$ cat src/rtl/stage_queue_pkg.sv
// Shared core package: squash age-compare used by every squash-aware stage.
package stage_queue_pkg;

    localparam int unsigned MAX_ID_W = 32;

    // An entry dies when it is the squash id or younger, i.e. the modular
    // distance (entry - squash) falls in the lower half of the id space.
    function automatic logic id_killed(input logic [MAX_ID_W-1:0] entry_id,
                                       input logic [MAX_ID_W-1:0] squash_id,
                                       input int unsigned         id_w);
        logic [MAX_ID_W-1:0] diff;
        diff = (entry_id - squash_id) >> (id_w - 1);
        return ~diff[0];
    endfunction

endpackage

$ cat src/rtl/stage_queue.sv
// In-order staging FIFO with id-based squash. Define STAGE_QUEUE_BYPASS_EN to
// forward a push into an empty queue to the output in the same cycle.
module stage_queue
    import stage_queue_pkg::*;
#(
    parameter int DATA_W = 64,
    parameter int DEPTH  = 4,
    parameter int ID_W   = 8
) (
    input  logic                       clk,
    input  logic                       rst,
    input  logic                       in_valid_i,
    output logic                       in_ready_o,
    input  logic [DATA_W-1:0]          in_data_i,
    input  logic [ID_W-1:0]            in_id_i,
    output logic                       out_valid_o,
    input  logic                       out_ready_i,
    output logic [DATA_W-1:0]          out_data_o,
    output logic [ID_W-1:0]            out_id_o,
    input  logic                       squash_valid_i,
    input  logic [ID_W-1:0]            squash_id_i,
    output logic [$clog2(DEPTH):0]     count_o
);

    localparam int PTR_W = $clog2(DEPTH);
    localparam int CNT_W = PTR_W + 1;

    // Handshake: a transfer happens on a rising edge where valid && ready;
    // valid never waits on ready, and in_ready_o depends on registered count only.

    logic [DATA_W-1:0] mem_data [DEPTH];
    logic [ID_W-1:0]   mem_id   [DEPTH];
    logic [PTR_W-1:0]  rd_ptr;
    logic [PTR_W-1:0]  wr_ptr;
    logic [CNT_W-1:0]  count;

    logic [CNT_W-1:0]  keep_cnt;
    logic [PTR_W-1:0]  slot;
    logic [PTR_W-1:0]  wr_base;
    logic              in_killed;
    logic              push_fire;
    logic              pop_fire;
    logic              push_eff;
    logic              pop_eff;
    logic              byp_take;

    // Killed entries always form a tail suffix, so the lowest killed index
    // from the head is the number of survivors.
    always_comb begin
        keep_cnt = count;
        slot     = rd_ptr;
        if (squash_valid_i) begin
            for (int i = DEPTH - 1; i >= 0; i--) begin
                slot = rd_ptr + PTR_W'(i);
                if (CNT_W'(i) < count &&
                    id_killed(MAX_ID_W'(mem_id[slot]), MAX_ID_W'(squash_id_i), ID_W))
                    keep_cnt = CNT_W'(i);
            end
        end
    end

    assign in_killed  = squash_valid_i &&
                        id_killed(MAX_ID_W'(in_id_i), MAX_ID_W'(squash_id_i), ID_W);
    assign in_ready_o = (count < CNT_W'(DEPTH));
    assign push_fire  = in_valid_i && in_ready_o;

`ifdef STAGE_QUEUE_BYPASS_EN
    assign byp_take    = (count == '0) && in_valid_i && !in_killed && out_ready_i;
    assign out_valid_o = (count != '0) || (in_valid_i && !in_killed);
    assign out_data_o  = (count == '0) ? in_data_i : mem_data[rd_ptr];
    assign out_id_o    = (count == '0) ? in_id_i   : mem_id[rd_ptr];
`else
    assign byp_take    = 1'b0;
    assign out_valid_o = (count != '0);
    assign out_data_o  = mem_data[rd_ptr];
    assign out_id_o    = mem_id[rd_ptr];
`endif

    // A pop only counts against a stored head that survives the squash.
    assign pop_fire = out_ready_i && (count != '0);
    assign pop_eff  = pop_fire && (keep_cnt != '0);
    assign push_eff = push_fire && !in_killed && !byp_take;
    assign wr_base  = squash_valid_i ? (rd_ptr + keep_cnt[PTR_W-1:0]) : wr_ptr;

    always_ff @(posedge clk) begin
        if (rst) begin
            rd_ptr <= '0;
            wr_ptr <= '0;
            count  <= '0;
        end else begin
            if (pop_eff)
                rd_ptr <= rd_ptr + PTR_W'(1);
            wr_ptr <= wr_base + PTR_W'(push_eff);
            count  <= keep_cnt - CNT_W'(pop_eff) + CNT_W'(push_eff);
        end
    end

    always_ff @(posedge clk) begin
        if (push_eff) begin
            mem_data[wr_base] <= in_data_i;
            mem_id[wr_base]   <= in_id_i;
        end
    end

    assign count_o = count;

endmodule

$ cat config.mk
export PLATFORM = sky130hd
export DESIGN_NAME = stage_queue
export DESIGN_NICKNAME = d
export VERILOG_FILES = /design/src/rtl/stage_queue_pkg.sv /design/src/rtl/stage_queue.sv
export SDC_FILE = /design/constraint.sdc
export NUM_CORES = 1
export LEC_CHECK = 0
export CAP_MARGIN = 20
export CORE_ASPECT_RATIO = 1.5
export CORE_MARGIN = 3
export CORE_UTILIZATION = 45
export CTS_BUF_LIST = sky130_fd_sc_hd__clkbuf_4
export DETAILED_ROUTE_END_ITERATION = 16
export PLACE_DENSITY = 0.67
export REMOVE_ABC_BUFFERS = 1
export SYNTH_ARGS = -nofsm -noshare
export SYNTH_HDL_FRONTEND = slang
export SYNTH_SLANG_ARGS = --single-unit
$ cat constraint.sdc
create_clock -name clk -period 16.43 [get_ports clk]
set_input_delay 3.286 -clock clk [delete_from_list [all_inputs] [get_ports clk]]
set_output_delay 3.286 -clock clk [all_outputs]
set_load 0.05 [all_outputs]
Word-level counts from Yosys, hierarchy flattened. Memory sizes are Yosys's and may differ from the RTL's. A register that Yosys moved wholly into a read port is not among the register bits. Cells that the tools add are included.

Add/sub/neg operators: 12. Shifts and indexed selects: 0. Mux-type cells: 12. $lt $le $gt $ge: 5. Equal/unequal tests: 0. Reduce and logical (&&, ||, !) cells: 12. Div/mod/pow operators: 0. Bitwise operators: 5. Multiply operators: 0.

Operator list (count): $sub 8x8->8 (5); $mux 3 (5); $mux 2 (5); $logic_and 1x1->1 (9); $lt 1x3->1 const A (2); $lt 2x3->1 const A (2); $reduce_bool 3->1 (2); $not 1->1 (5); $add 2x2->2 const B (2); $add 3x1->3 (1); $lt 3x3->1 const B (1); $sub 3x1->3 (1); $add 2x1->2 (1); $add 2x1->2 const B (1); $add 2x2->2 (1); $mux 1 (2); $logic_not 1->1 (1).

Word-level logic and storage cells: 51. Input port bits: 85. Memories kept: 2. ROM bits: 0. RAM bits: 288. Output and inout port bits: 77. Bits in registers: 7. Latch bits: 0.

Memory list: mem_data (words 4, width 64, read ports 1, clocked after Yosys merged registers in 1, wr ports 1, RTL line stage_queue.sv:31) `logic [DATA_W-1:0] mem_data [DEPTH];`; mem_id (words 4, width 8, read ports 4, clocked after Yosys merged registers in 1, wr ports 1, RTL line stage_queue.sv:32) `logic [ID_W-1:0] mem_id [DEPTH];`.

Longest topological paths before layout. An unclocked memory read counts as a cell.

Depth in word-level cells: 14. Depth in mapped cells: 16. Mapped depth without buffers: 14.

Worst setup path after synthesis. No wires, ideal clock.

Kind: input to register. Start point: in squash_id_i[4]. End point: mem mem_data[3][0] (enable). Data arrival time: 10.676 ns. Setup time: 0.606 ns. Setup slack: 5.149 ns. Cell stages on the path: 13. Required time: 15.824 ns. Buffers on the path: 0. Path through: inv_1 ha_1 a21o_1 a21o_1 a221oi_1 a21oi_1 o21a_2 a22oi_1 ha_1 xnor2_1 or4_4 a31oi_4 nor3b_1.

Cells in the longest elaborated chain, start to end: 10. Elaborated cells between the ends (all ways): 26. Classes of those cells: add/sub (6); mux (8); bitwise (5); reduce/logical (7).

Ends and longest elaborated chain: start: declaration (RTL line stage_queue.sv:21) `input logic [ID_W-1:0] squash_id_i,`; $sub 8x8->8 (RTL line stage_queue_pkg.sv:12) `diff = (entry_id - squash_id) >> (id_w - 1);`; $not 1->1 (RTL line stage_queue_pkg.sv:13) `return ~diff[0];`; $logic_and 1x1->1 (RTL line stage_queue.sv:55) `if (CNT_W'(i) < count &&`; $mux 3 (4 in series) (RTL line stage_queue.sv:55); $mux 3 (RTL line stage_queue.sv:52) `if (squash_valid_i) begin`; $add 2x2->2 (RTL line stage_queue.sv:83) `assign wr_base = squash_valid_i ? (rd_ptr + keep_cnt[PTR_W-1:0]) : wr_ptr;`; $mux 2 (RTL line stage_queue.sv:83); end: declaration (RTL line stage_queue.sv:31).

Several ways; a longest one is shown, not always the timed one.

Worst setup path after layout.
Start point: in squash_id_i[4]. End point: mem mem_data[0][62] (enable).

The elaborated chain is that of the path after synthesis.

==> results.py <==
metrics = {
    "run_status": {
        "status": "completed",
    },
    "global_routing": {
        "grt-ovfl-total": 0,
        "grt_pass1_vias": 7337,
        "grt_max_degree": 73,
        "antenna_found_initial": 1,
        "track_usage_pct": 17.6,
        "grt_pass1_wl_um": 39600,
    },
    "synth": {
        "synthTopCellsByArea": "edfxtp_1 (70%), mux4_2 (17%), ha_1 (3.4%), dfxtp_1 (1.5%), mux4_1 (0.85%)",
        "yosysUniqueCellTypes": 50,
        "synth_top_area_cell": "edfxtp_1",
        "yosysMostFrequentCell": "edfxtp_1",
        "synth_area_um2": 12300,
        "yosysWarnings": 0,
        "synth_edf_count": 288,
        "synth_seq_cells": 297,
        "seq_area_frac_synth_pct": 71.6,
        "synthArstFlopShare_pct": 0,
        "netlist.area_leader.share_pct": 70.1,
        "avgSynthCellArea_um2": 21.7,
        "postSynthCellCount": 568,
        "synth_ff_type": "edfxtp_1",
        "synth.top_cells.by_count": "edfxtp_1 (288), mux4_2 (92), ha_1 (34), clkbuf_1 (14), inv_1 (12)",
    },
    "placed_design": {
        "place_hpwl_um": 15600,
        "io_buffers": 161,
        "placed_area_um2": 14300,
        "gp_congestion": 0.930,
    },
    "routing": {
        "route.top_layer_used": "met4",
        "routed_via_density": 5.56,
        "antenna_left": 0,
        "wl_met3_um": 1660,
        "met1Wirelength_um": 8660,
        "routed_wl_um": 25100,
        "drc": 0,
        "initialDrtViolationCount": 339,
        "wl_per_cell_um": 21.6,
        "wl_met2_um": 14200,
        "vias": 6450,
        "drt_pass1_iterations": 4,
    },
    "setup_path": {
        "worst_ep_arrival_time_ps": 7730,
        "cp.required_ps": 16660,
        "end_kind": "flop",
        "max_stage_delay_ps": 840,
        "critPathSlowestCell": "buf_4",
        "crit_chain": "clkdlybuf4s50_1, inv_1, ha_1, a21o_1, a21o_1, a221oi_1, a21oi_1, o21a_2, a22oi_1, ha_1, xnor2_1, or4_4, a31oi_4, nor3b_4, buf_4",
        "r2r_cells": 14,
        "start_kind": "input port",
        "crit_fanout": 72,
        "reg2reg_slack_ps": 10760,
        "r2r-end": "mem_data[0][62]",
        "critPathKind": "input port to flop",
    },
    "die": {
        "ios": 162,
        "die_height_um": 209,
        "start_util_pct": 46.1,
        "die_area_um2": 29500,
        "die_width_um": 141,
        "rows": 73,
        "core_um2": 26800,
    },
    "layout": {
        "fin_nets": 905,
        "syn_to_final_growth_pct": 23.7,
        "drive_above_1_share_pct": 26.4,
        "postLayoutCellArea_um2": 15300,
    },
    "timing": {
        "setup_viol": 0,
        "slew_headroom_pct": 28.2,
        "maxSlewViolCount": 0,
        "tightest_slew_ps": 1080,
        "hold_viol": 0,
        "fin_worst_skew_ps": 45.0,
        "fmax_ghz": 0.133,
        "min_period_ps": 7500,
        "min_period_over_period_pct": 45.7,
        "rsz0062_at_grt": "false",
        "finalSetupTns_ps": 0,
    },
    "clocking": {
        "cts_buffer_depth": 3,
        "clk_latency_ps": 660,
        "cts_max_level": 3,
        "post-cts-setup-buffers": 0,
        "clockRootBuffer": "clkbuf_4",
        "cts_tree": "done",
        "cts_resized": 0,
        "cts_made_buffers": 69,
        "clock-sinks": 297,
        "cts.clk_slew.worst_paths_ps": 60,
        "ctsHoldBuffers": 0,
    },
    "worst_hold_path": {
        "hp-class": "flop to flop",
        "min_from": "count_o[2]",
        "hold_depth": 4,
        "whs_endpoint": "count_o[2]",
    },
    "pwr": {
        "ir_worst_vdd_mv": 0.105,
        "pwr_density_cell_nw_per_um2": 182,
        "p_leak_nw": 5.03,
    },
    "run": {
        "cap_violations": 0,
    },
}
==> how the worst max path moves through the flow <==
| stage | startpoint | to | cells past startpoint |
|---|---|---|---|
| 4_1_cts | squash_id_i[4] | mem_data[0][62] | 15 |
| 3_5_place_dp | squash_id_i[4] | mem_data[0][35] | 15 |
| 2_1_floorplan | flop | mem_data[3][0] | 12 |
| 5_1_grt | squash_id_i[4] | mem_data[0][9] | 15 |
| 3_3_place_gp | squash_id_i[4] | mem_data[0][15] | 15 |
| 6_report | squash_id_i[4] | mem_data[0][62] | 15 |
==> registers in the layout, indices dropped and copies added, names as in the netlist, named ones only <==
signal and cells:
rd_ptr 2, mem_data 256, mem_id 32, count_o 3
wr_ptr 2
==> report_power, final <==
part	total [mW]	switching (mW)	internal, mW
registers	1.06	0.0621	1.00
clock network	0.552	0.255	0.297
logic	1.16	0.704	0.454
total	2.77	1.02	1.75
==> layout make-up <==
class / count / area, um2
antenna: 2 / 5.00
clock buffer: 96 / 721
clock inverter: 11 / 93.8
fill: 2027 / 11500
inverter: 12 / 45.0
multi-input combinational: 234 / 3370
sequential: 297 / 8840
tap: 337 / 422
timing repair buffer: 171 / 1760
==> kinds of logic after synthesis <==
group	share of synthesized area [%]
flops	71.6
mux	18.0
simple gates	2.20
compound gates	2.55
buf+inv	1.26
fa+ha+maj	3.61
xor+xnor	0.781
==> metrics by stage <==
step,total power [mW],util [%],instances,setup slack [ps],hold WS [ps]
detailed placement,2.25,53.6,1047,8320,774
global route,2.92,57.0,1160,8710,849
CTS,2.81,56.6,1154,9010,781
global placement,2.22,53.6,1047,8420,759
finish,2.77,57.0,1160,8930,779
floorplan,1.88,-,543,4740,707
==> critical path: cells and delay by family <==
family | cells | cell delay (ps)
XOR/XNOR | 1 | 90
AND/OR/NAND/NOR | 2 | 670
adder cells (fa/ha/maj) | 2 | 550
buffers and inverters | 3 | 1400
AO/OA/AOI/OAI | 7 | 1710
==> cell usage in the layout, fill, tap and decap left out, types with 3 or more instances in the layout <==
master and instances:
edfxtp_1 288, clkdlybuf4s50_1 161, clkbuf_4 96, mux4_2 92, ha_1 34, inv_1 12
xnor2_1 9, a21o_1 8, a21oi_1 8, clkinv_1 8, nand2_1 7, dfxtp_1 7
nor2_1 6, buf_4 6, nand3_1 5, o21ai_0 5, nor2b_1 5, and3_1 4
mux4_1 4, o21a_1 3, buf_16 3
==> layer usage <==
metal	vias to the layer above	global-route usage, %
li1	2890	-
met1	3320	18.6
met2	194	32.3
met3	46	5.47
met4	0	6.92
met5	-	0
(Power assumes the default switching activity.)
